File: src/rtl/cmp_pkg.sv
// Shared definitions for the 4-bit comparator, its flag monitor and their benches.
package cmp_pkg;

    typedef logic [1:0] flag_t;

    localparam flag_t FLAG_EQ  = 2'b00;
    localparam flag_t FLAG_LT  = 2'b01;
    localparam flag_t FLAG_GT  = 2'b10;
    localparam flag_t FLAG_ILL = 2'b11;

    typedef enum logic [1:0] {
        IDLE      = 2'b00,
        ARMING    = 2'b01,
        ALARM     = 2'b10,
        RELEASING = 2'b11
    } state_e;

endpackage

File: src/rtl/flag_event_monitor_if.sv
// Flag stream in, event counts and alarm status out.
interface flag_event_monitor_if
    import cmp_pkg::*;
#(
    parameter int unsigned CNT_W = 8
);
    logic             flag_valid;
    flag_t            flag;
    logic             clear;
    logic [CNT_W-1:0] cnt_less;
    logic [CNT_W-1:0] cnt_equal;
    logic [CNT_W-1:0] cnt_greater;
    logic             alarm;
    logic             err_illegal;

    modport master (
        output flag_valid, flag, clear,
        input  cnt_less, cnt_equal, cnt_greater, alarm, err_illegal
    );

    modport slave (
        input  flag_valid, flag, clear,
        output cnt_less, cnt_equal, cnt_greater, alarm, err_illegal
    );
endinterface

File: src/rtl/sat_counter.sv
// Up-counter that holds at all-ones instead of wrapping; clr has priority over inc.
module sat_counter #(
    parameter int unsigned W = 8
) (
    input  logic         clk,
    input  logic         rst_n,
    input  logic         clr,
    input  logic         inc,
    output logic [W-1:0] q
);
    logic [W-1:0] q_d, q_q;

    always_comb begin
        q_d = q_q;
        if (clr) begin
            q_d = '0;
        end else if (inc && (q_q != {W{1'b1}})) begin
            q_d = q_q + 1'b1;
        end
    end

    always_ff @(posedge clk or negedge rst_n) begin
        if (!rst_n) begin
            q_q <= '0;
        end else begin
            q_q <= q_d;
        end
    end

    assign q = q_q;
endmodule

File: src/rtl/flag_event_monitor.sv
// Counts comparator flag classes and runs a GT/LT hysteresis alarm FSM.
module flag_event_monitor
    import cmp_pkg::*;
#(
    parameter int unsigned CNT_W   = 8,
    parameter int unsigned RUN_LEN = 3
) (
    input logic                  clk,
    input logic                  rst_n,
    flag_event_monitor_if.slave  bus
);
    localparam logic [3:0] RunMax = 4'(RUN_LEN);

    logic       accept;
    logic       hit_lt, hit_eq, hit_gt, hit_ill;
    state_e     state_q;
    logic [3:0] run_q;
    logic       err_q;

    // Gating by accept keeps an undriven flag from reaching any state when invalid.
    assign accept  = bus.flag_valid && !bus.clear;
    assign hit_lt  = accept && (bus.flag == FLAG_LT);
    assign hit_eq  = accept && (bus.flag == FLAG_EQ);
    assign hit_gt  = accept && (bus.flag == FLAG_GT);
    assign hit_ill = accept && (bus.flag == FLAG_ILL);

    sat_counter #(.W(CNT_W)) u_cnt_less (
        .clk   (clk),
        .rst_n (rst_n),
        .clr   (bus.clear),
        .inc   (hit_lt),
        .q     (bus.cnt_less)
    );

    sat_counter #(.W(CNT_W)) u_cnt_equal (
        .clk   (clk),
        .rst_n (rst_n),
        .clr   (bus.clear),
        .inc   (hit_eq),
        .q     (bus.cnt_equal)
    );

    sat_counter #(.W(CNT_W)) u_cnt_greater (
        .clk   (clk),
        .rst_n (rst_n),
        .clr   (bus.clear),
        .inc   (hit_gt),
        .q     (bus.cnt_greater)
    );

    always_ff @(posedge clk or negedge rst_n) begin
        if (!rst_n) begin
            state_q <= IDLE;
            run_q   <= 4'd0;
            err_q   <= 1'b0;
        end else if (bus.clear) begin
            state_q <= IDLE;
            run_q   <= 4'd0;
            err_q   <= 1'b0;
        end else if (accept) begin
            if (hit_ill) begin
                err_q <= 1'b1;
            end
            unique case (state_q)
                IDLE: begin
                    if (hit_gt && (RunMax == 4'd1)) begin
                        state_q <= ALARM;
                        run_q   <= 4'd0;
                    end else if (hit_gt) begin
                        state_q <= ARMING;
                        run_q   <= 4'd1;
                    end else begin
                        run_q   <= 4'd0;
                    end
                end
                ARMING: begin
                    if (hit_gt && ((run_q + 4'd1) >= RunMax)) begin
                        state_q <= ALARM;
                        run_q   <= 4'd0;
                    end else if (hit_gt) begin
                        run_q   <= run_q + 4'd1;
                    end else begin
                        state_q <= IDLE;
                        run_q   <= 4'd0;
                    end
                end
                ALARM: begin
                    if (hit_lt && (RunMax == 4'd1)) begin
                        state_q <= IDLE;
                        run_q   <= 4'd0;
                    end else if (hit_lt) begin
                        state_q <= RELEASING;
                        run_q   <= 4'd1;
                    end else begin
                        run_q   <= 4'd0;
                    end
                end
                RELEASING: begin
                    if (hit_lt && ((run_q + 4'd1) >= RunMax)) begin
                        state_q <= IDLE;
                        run_q   <= 4'd0;
                    end else if (hit_lt) begin
                        run_q   <= run_q + 4'd1;
                    end else begin
                        state_q <= ALARM;
                        run_q   <= 4'd0;
                    end
                end
                default: begin
                    state_q <= IDLE;
                    run_q   <= 4'd0;
                end
            endcase
        end
    end

    assign bus.alarm       = (state_q == ALARM) || (state_q == RELEASING);
    assign bus.err_illegal = err_q;
endmodule
File: src/flat_wrapper.sv
// flat-port wrapper written by rule: the top's interface ports become plain ports
module flag_event_monitor_flat import cmp_pkg::*;
#(
    parameter int unsigned CNT_W   = 8,
    parameter int unsigned RUN_LEN = 3
)
  (clk, rst_n, bus_flag_valid, bus_flag, bus_clear, bus_cnt_less, bus_cnt_equal, bus_cnt_greater, bus_alarm, bus_err_illegal);
  flag_event_monitor_if #(.CNT_W(CNT_W)) bus_i ();
  input logic clk;
  input logic rst_n;
  input wire logic [$bits(bus_i.flag_valid)-1:0] bus_flag_valid;
  input wire logic [$bits(bus_i.flag)-1:0] bus_flag;
  input wire logic [$bits(bus_i.clear)-1:0] bus_clear;
  output wire logic [$bits(bus_i.cnt_less)-1:0] bus_cnt_less;
  output wire logic [$bits(bus_i.cnt_equal)-1:0] bus_cnt_equal;
  output wire logic [$bits(bus_i.cnt_greater)-1:0] bus_cnt_greater;
  output wire logic [$bits(bus_i.alarm)-1:0] bus_alarm;
  output wire logic [$bits(bus_i.err_illegal)-1:0] bus_err_illegal;
  assign bus_i.flag_valid = bus_flag_valid;
  assign bus_i.flag = bus_flag;
  assign bus_i.clear = bus_clear;
  assign bus_cnt_less = bus_i.cnt_less;
  assign bus_cnt_equal = bus_i.cnt_equal;
  assign bus_cnt_greater = bus_i.cnt_greater;
  assign bus_alarm = bus_i.alarm;
  assign bus_err_illegal = bus_i.err_illegal;
  flag_event_monitor #(.CNT_W(CNT_W), .RUN_LEN(RUN_LEN)) u_core (.clk(clk), .rst_n(rst_n), .bus(bus_i));
endmodule
File: config.mk
export PLATFORM = sky130hd
export DESIGN_NAME = flag_event_monitor_flat
export DESIGN_NICKNAME = d
export VERILOG_FILES = /design/src/rtl/cmp_pkg.sv /design/src/rtl/flag_event_monitor_if.sv /design/src/rtl/sat_counter.sv /design/src/rtl/flag_event_monitor.sv /design/src/flat_wrapper.sv
export SDC_FILE = /design/constraint.sdc
export NUM_CORES = 1
export LEC_CHECK = 0
export BUFFER_PORTS_ARGS = -buffer_cell sky130_fd_sc_hd__buf_2
export CORE_ASPECT_RATIO = 0.7
export CORE_MARGIN = 1.5
export CORE_UTILIZATION = 59
export DETAILED_ROUTE_END_ITERATION = 6
export GPL_ROUTABILITY_DRIVEN = 0
export PLACE_DENSITY = 0.95
export RECOVER_POWER = 100
export SKIP_LAST_GASP = 1
export SYNTH_ARGS = -nofsm -noshare
export SYNTH_HDL_FRONTEND = slang
export SYNTH_SLANG_ARGS = --single-unit
File: constraint.sdc
create_clock -name clk -period 3.4 [get_ports clk]
set_input_delay 0.34 -clock clk [delete_from_list [all_inputs] [get_ports clk]]
set_output_delay 0.34 -clock clk [all_outputs]
set_load 0.005 [all_outputs]
==> reports/qor.csv <==
metric;value;unit
die span in y;48.2;um
ys flop type;dfrtp_1;
CTS Buffer Depth;2;
PortBufs;31;
synthesized area;1720;um^2
Slew headroom;-11.2;%
layout overhead on the synthesized area;11.8;%
Reg clk slew, reported paths;0.06;ns
max cap viols;1;
Worst R2R Start;u_core.u_cnt_less.q[0]$_DFFE_PN0P_;
hold crit path type;in -> reg;
I/O pin total;32;
clock tree root driver cell;clkbuf_8;
share of cells above drive strength 1;12.3;%
CTS Buf Count;5;
crit share post-route;72.6;%
number of synthesis warnings;0;
Post-Route WL;3690;um
initial DRC count;107;
Worst-Skew Late Latency;0.29;ns
Congestion Overflow GR;0;
via count;1440;
sequential fraction of the synthesis area;45.1;%
post-synth top area cell;dfrtp_1;
gr usage total;24.7;%
Placed Cells;231;
leading cell type in the layout, fill and taps excluded;dfrtp_1;
fill count;231;
Crit-path slowest cell;nor4b_1;
FF-to-FF End;u_core.u_cnt_less.q[5]$_DFFE_PN0P_;
core area;2780;um^2
setup tns final;0;ns
synth top area cells;dfrtp_1 45%, nor2_1 4.1%, ha_1 3.6%;
pwr dens;381;nW/um^2
largest net degree at the start of global routing;32;
RSZ-0062 raised after global routing;false;
number of global-route vias before repair;1201;
critical path required time;3.59;ns
crit path capture type;flip-flop;
drt via density;6.03;
worst-path fanout max;29;
Die X;67.6;um
flops & latches, synth;31;
Final nets;213;
number of synthesized flops with an enable pin;0;
count of cell types in the netlist;47;
worst IR drop on VDD;291;uV
die area;3260;um^2
# diodes;0;
status;complete, but fails checks;
first-pass GRT wire length;5570;um
achievable frequency;405;MHz
DRC;0;
First-pass DRT Iterations;4;
Slowest Stage Delay on Critical Path;0.66;ns
worst hold path startpoint;bus_flag[1];
top cell type's share of synthesized area;45.1;%
Critical Path Source Type;input pin;
Final min period;2.47;ns
Worst Hold Path EP;u_core.bus.err_illegal$_DFFE_PN0P_;
Leak;0.857;nW
Post-Layout Cell Count;239;
Worst Path Arrival;2.66;ns
initial antenna violation count;0;
failing checks;max-capacitance violations, max-slew violations;
Max Transition Viols Final;32;
Rows;16;
routed len/inst;15.5;um
Critical Path, Cell by Cell;clkbuf_1, nor4b_1, o21ai_0, or4_1, a21oi_1;
Final HPWL DP;2530;um
Least-Margin Pin Slew;1.67;ns
Reg2Reg Depth;5;
Synth Net Count;184;
Post-DRT Antenna Nets;0;
clock sinks;31;
Max Clock Skew;0.00445;ns
Initial Util;61.9;%
TritonCTS clock tree;built;
Resized Gates After CTS;0;
Post-CTS Setup Bufs;0;
Synth Instances;173;
Worst Hold Depth;3;
endpoints failing setup;0;
H-tree levels;2;
CP Class;in -> reg;
Hold Vio Cnt, Final;0;
Mapped Avg Cell Area;9.95;um^2
ys async rst share;100;%
r2r setup slk;1.41;ns
CTS Hold Bufs;0;
most frequent cells in the layout;31 x dfrtp_1, 19 x nor2_1, 17 x clkbuf_1, 15 x buf_2;
metrics by stage:
step	util (%)	hold slack [ns]	cell area, um^2	total power, mW	worst slack (ns)
floorplan	-	0.0444	1720	0.407	1.55
global placement	67.2	0.418	1870	0.423	1.52
detailed placement	67.2	0.425	1870	0.425	1.49
CTS	70.8	0.112	1970	0.743	1.47
global route	69.2	0.478	1920	0.756	0.743
finish	69.2	0.447	1920	0.734	0.933
how the worst max path moves through the flow:
stage                                      startpoint  slack [ns]                             endpoint  cells past startpoint
final                                       bus_clear        0.93  u_core.u_cnt_equal.q[5]$_DFFE_PN0P_                      5
after global routing                        bus_clear        0.74  u_core.u_cnt_equal.q[5]$_DFFE_PN0P_                      5
after CTS                 u_core.run_q[0]$_DFFE_PN0P_        1.47          u_core.run_q[1]$_DFFE_PN0P_                      4
after detailed placement  u_core.run_q[0]$_DFFE_PN0P_        1.49          u_core.run_q[1]$_DFFE_PN0P_                      4
after global placement    u_core.run_q[0]$_DFFE_PN0P_        1.52          u_core.run_q[1]$_DFFE_PN0P_                      4
after floorplan           u_core.run_q[0]$_DFFE_PN0P_        1.55          u_core.run_q[1]$_DFFE_PN0P_                      5
cell families after synthesis:
logic type | count (synthesis) | synth area share (%)
XOR/XNOR | 13 | 6.61
adder cells (fa/ha/maj) | 5 | 3.63
AND/OR/NAND/NOR | 66 | 22.0
AO/OA/AOI/OAI | 40 | 16.9
multiplexers | 2 | 1.16
buffers and inverters | 16 | 4.58
flip-flops | 31 | 45.1
routing by layer:
layer | vias to the layer above | share of wire (%) | track usage (%)
li1 | 694 | - | -
met1 | 684 | 45 | 31.9
met2 | 51 | 46 | 37.5
met3 | 11 | 5.8 | 6.47
met4 | 0 | 2.9 | 17.1
met5 | - | 0 | 0
critical path: cells and delay by family:
kind | cells | cell delay, ns
AOI/OAI and AO/OA | 2 | 0.65
and+or+nand+nor | 2 | 1.19
buffers and inverters | 1 | 0.48
flip-flops by register name, indices dropped and copies added (netlist names):
name / count
u_core.u_cnt_equal.q: 8
u_core.u_cnt_greater.q: 8
u_core.u_cnt_less.q: 8
u_core.run_q: 4
u_core.state_q: 2
u_core.bus.err_illegal: 1
area by class of cell:
cell class                 count  area [um^2]  area share, %
sequential                    31          776           40.3
multi-input combinational    126          842           43.8
tap                           36         45.0           2.34
timing repair buffer          31          135           7.02
clock buffer                   8          100           5.20
inverter                       7         26.3           1.37
power by group:
part           internal (mW)  switching [mW]
Clock                  0.184           0.134
Combinational         0.0107          0.0278
Sequential             0.373         0.00444
synth_stat cells (all sizes together), types with 3 or more instances:
cell     instances
nand2            9
o21ai            7
ha               5
clkbuf           7
nand4            5
and3             4
a21oi            9
o2111ai          3
nor2            19
a211oi           4
and2             3
inv              7
xor2             6
xnor2            7
or4              5
dfrtp           31
nand3            7
Note: power is estimated with default switching activity, not from simulation.
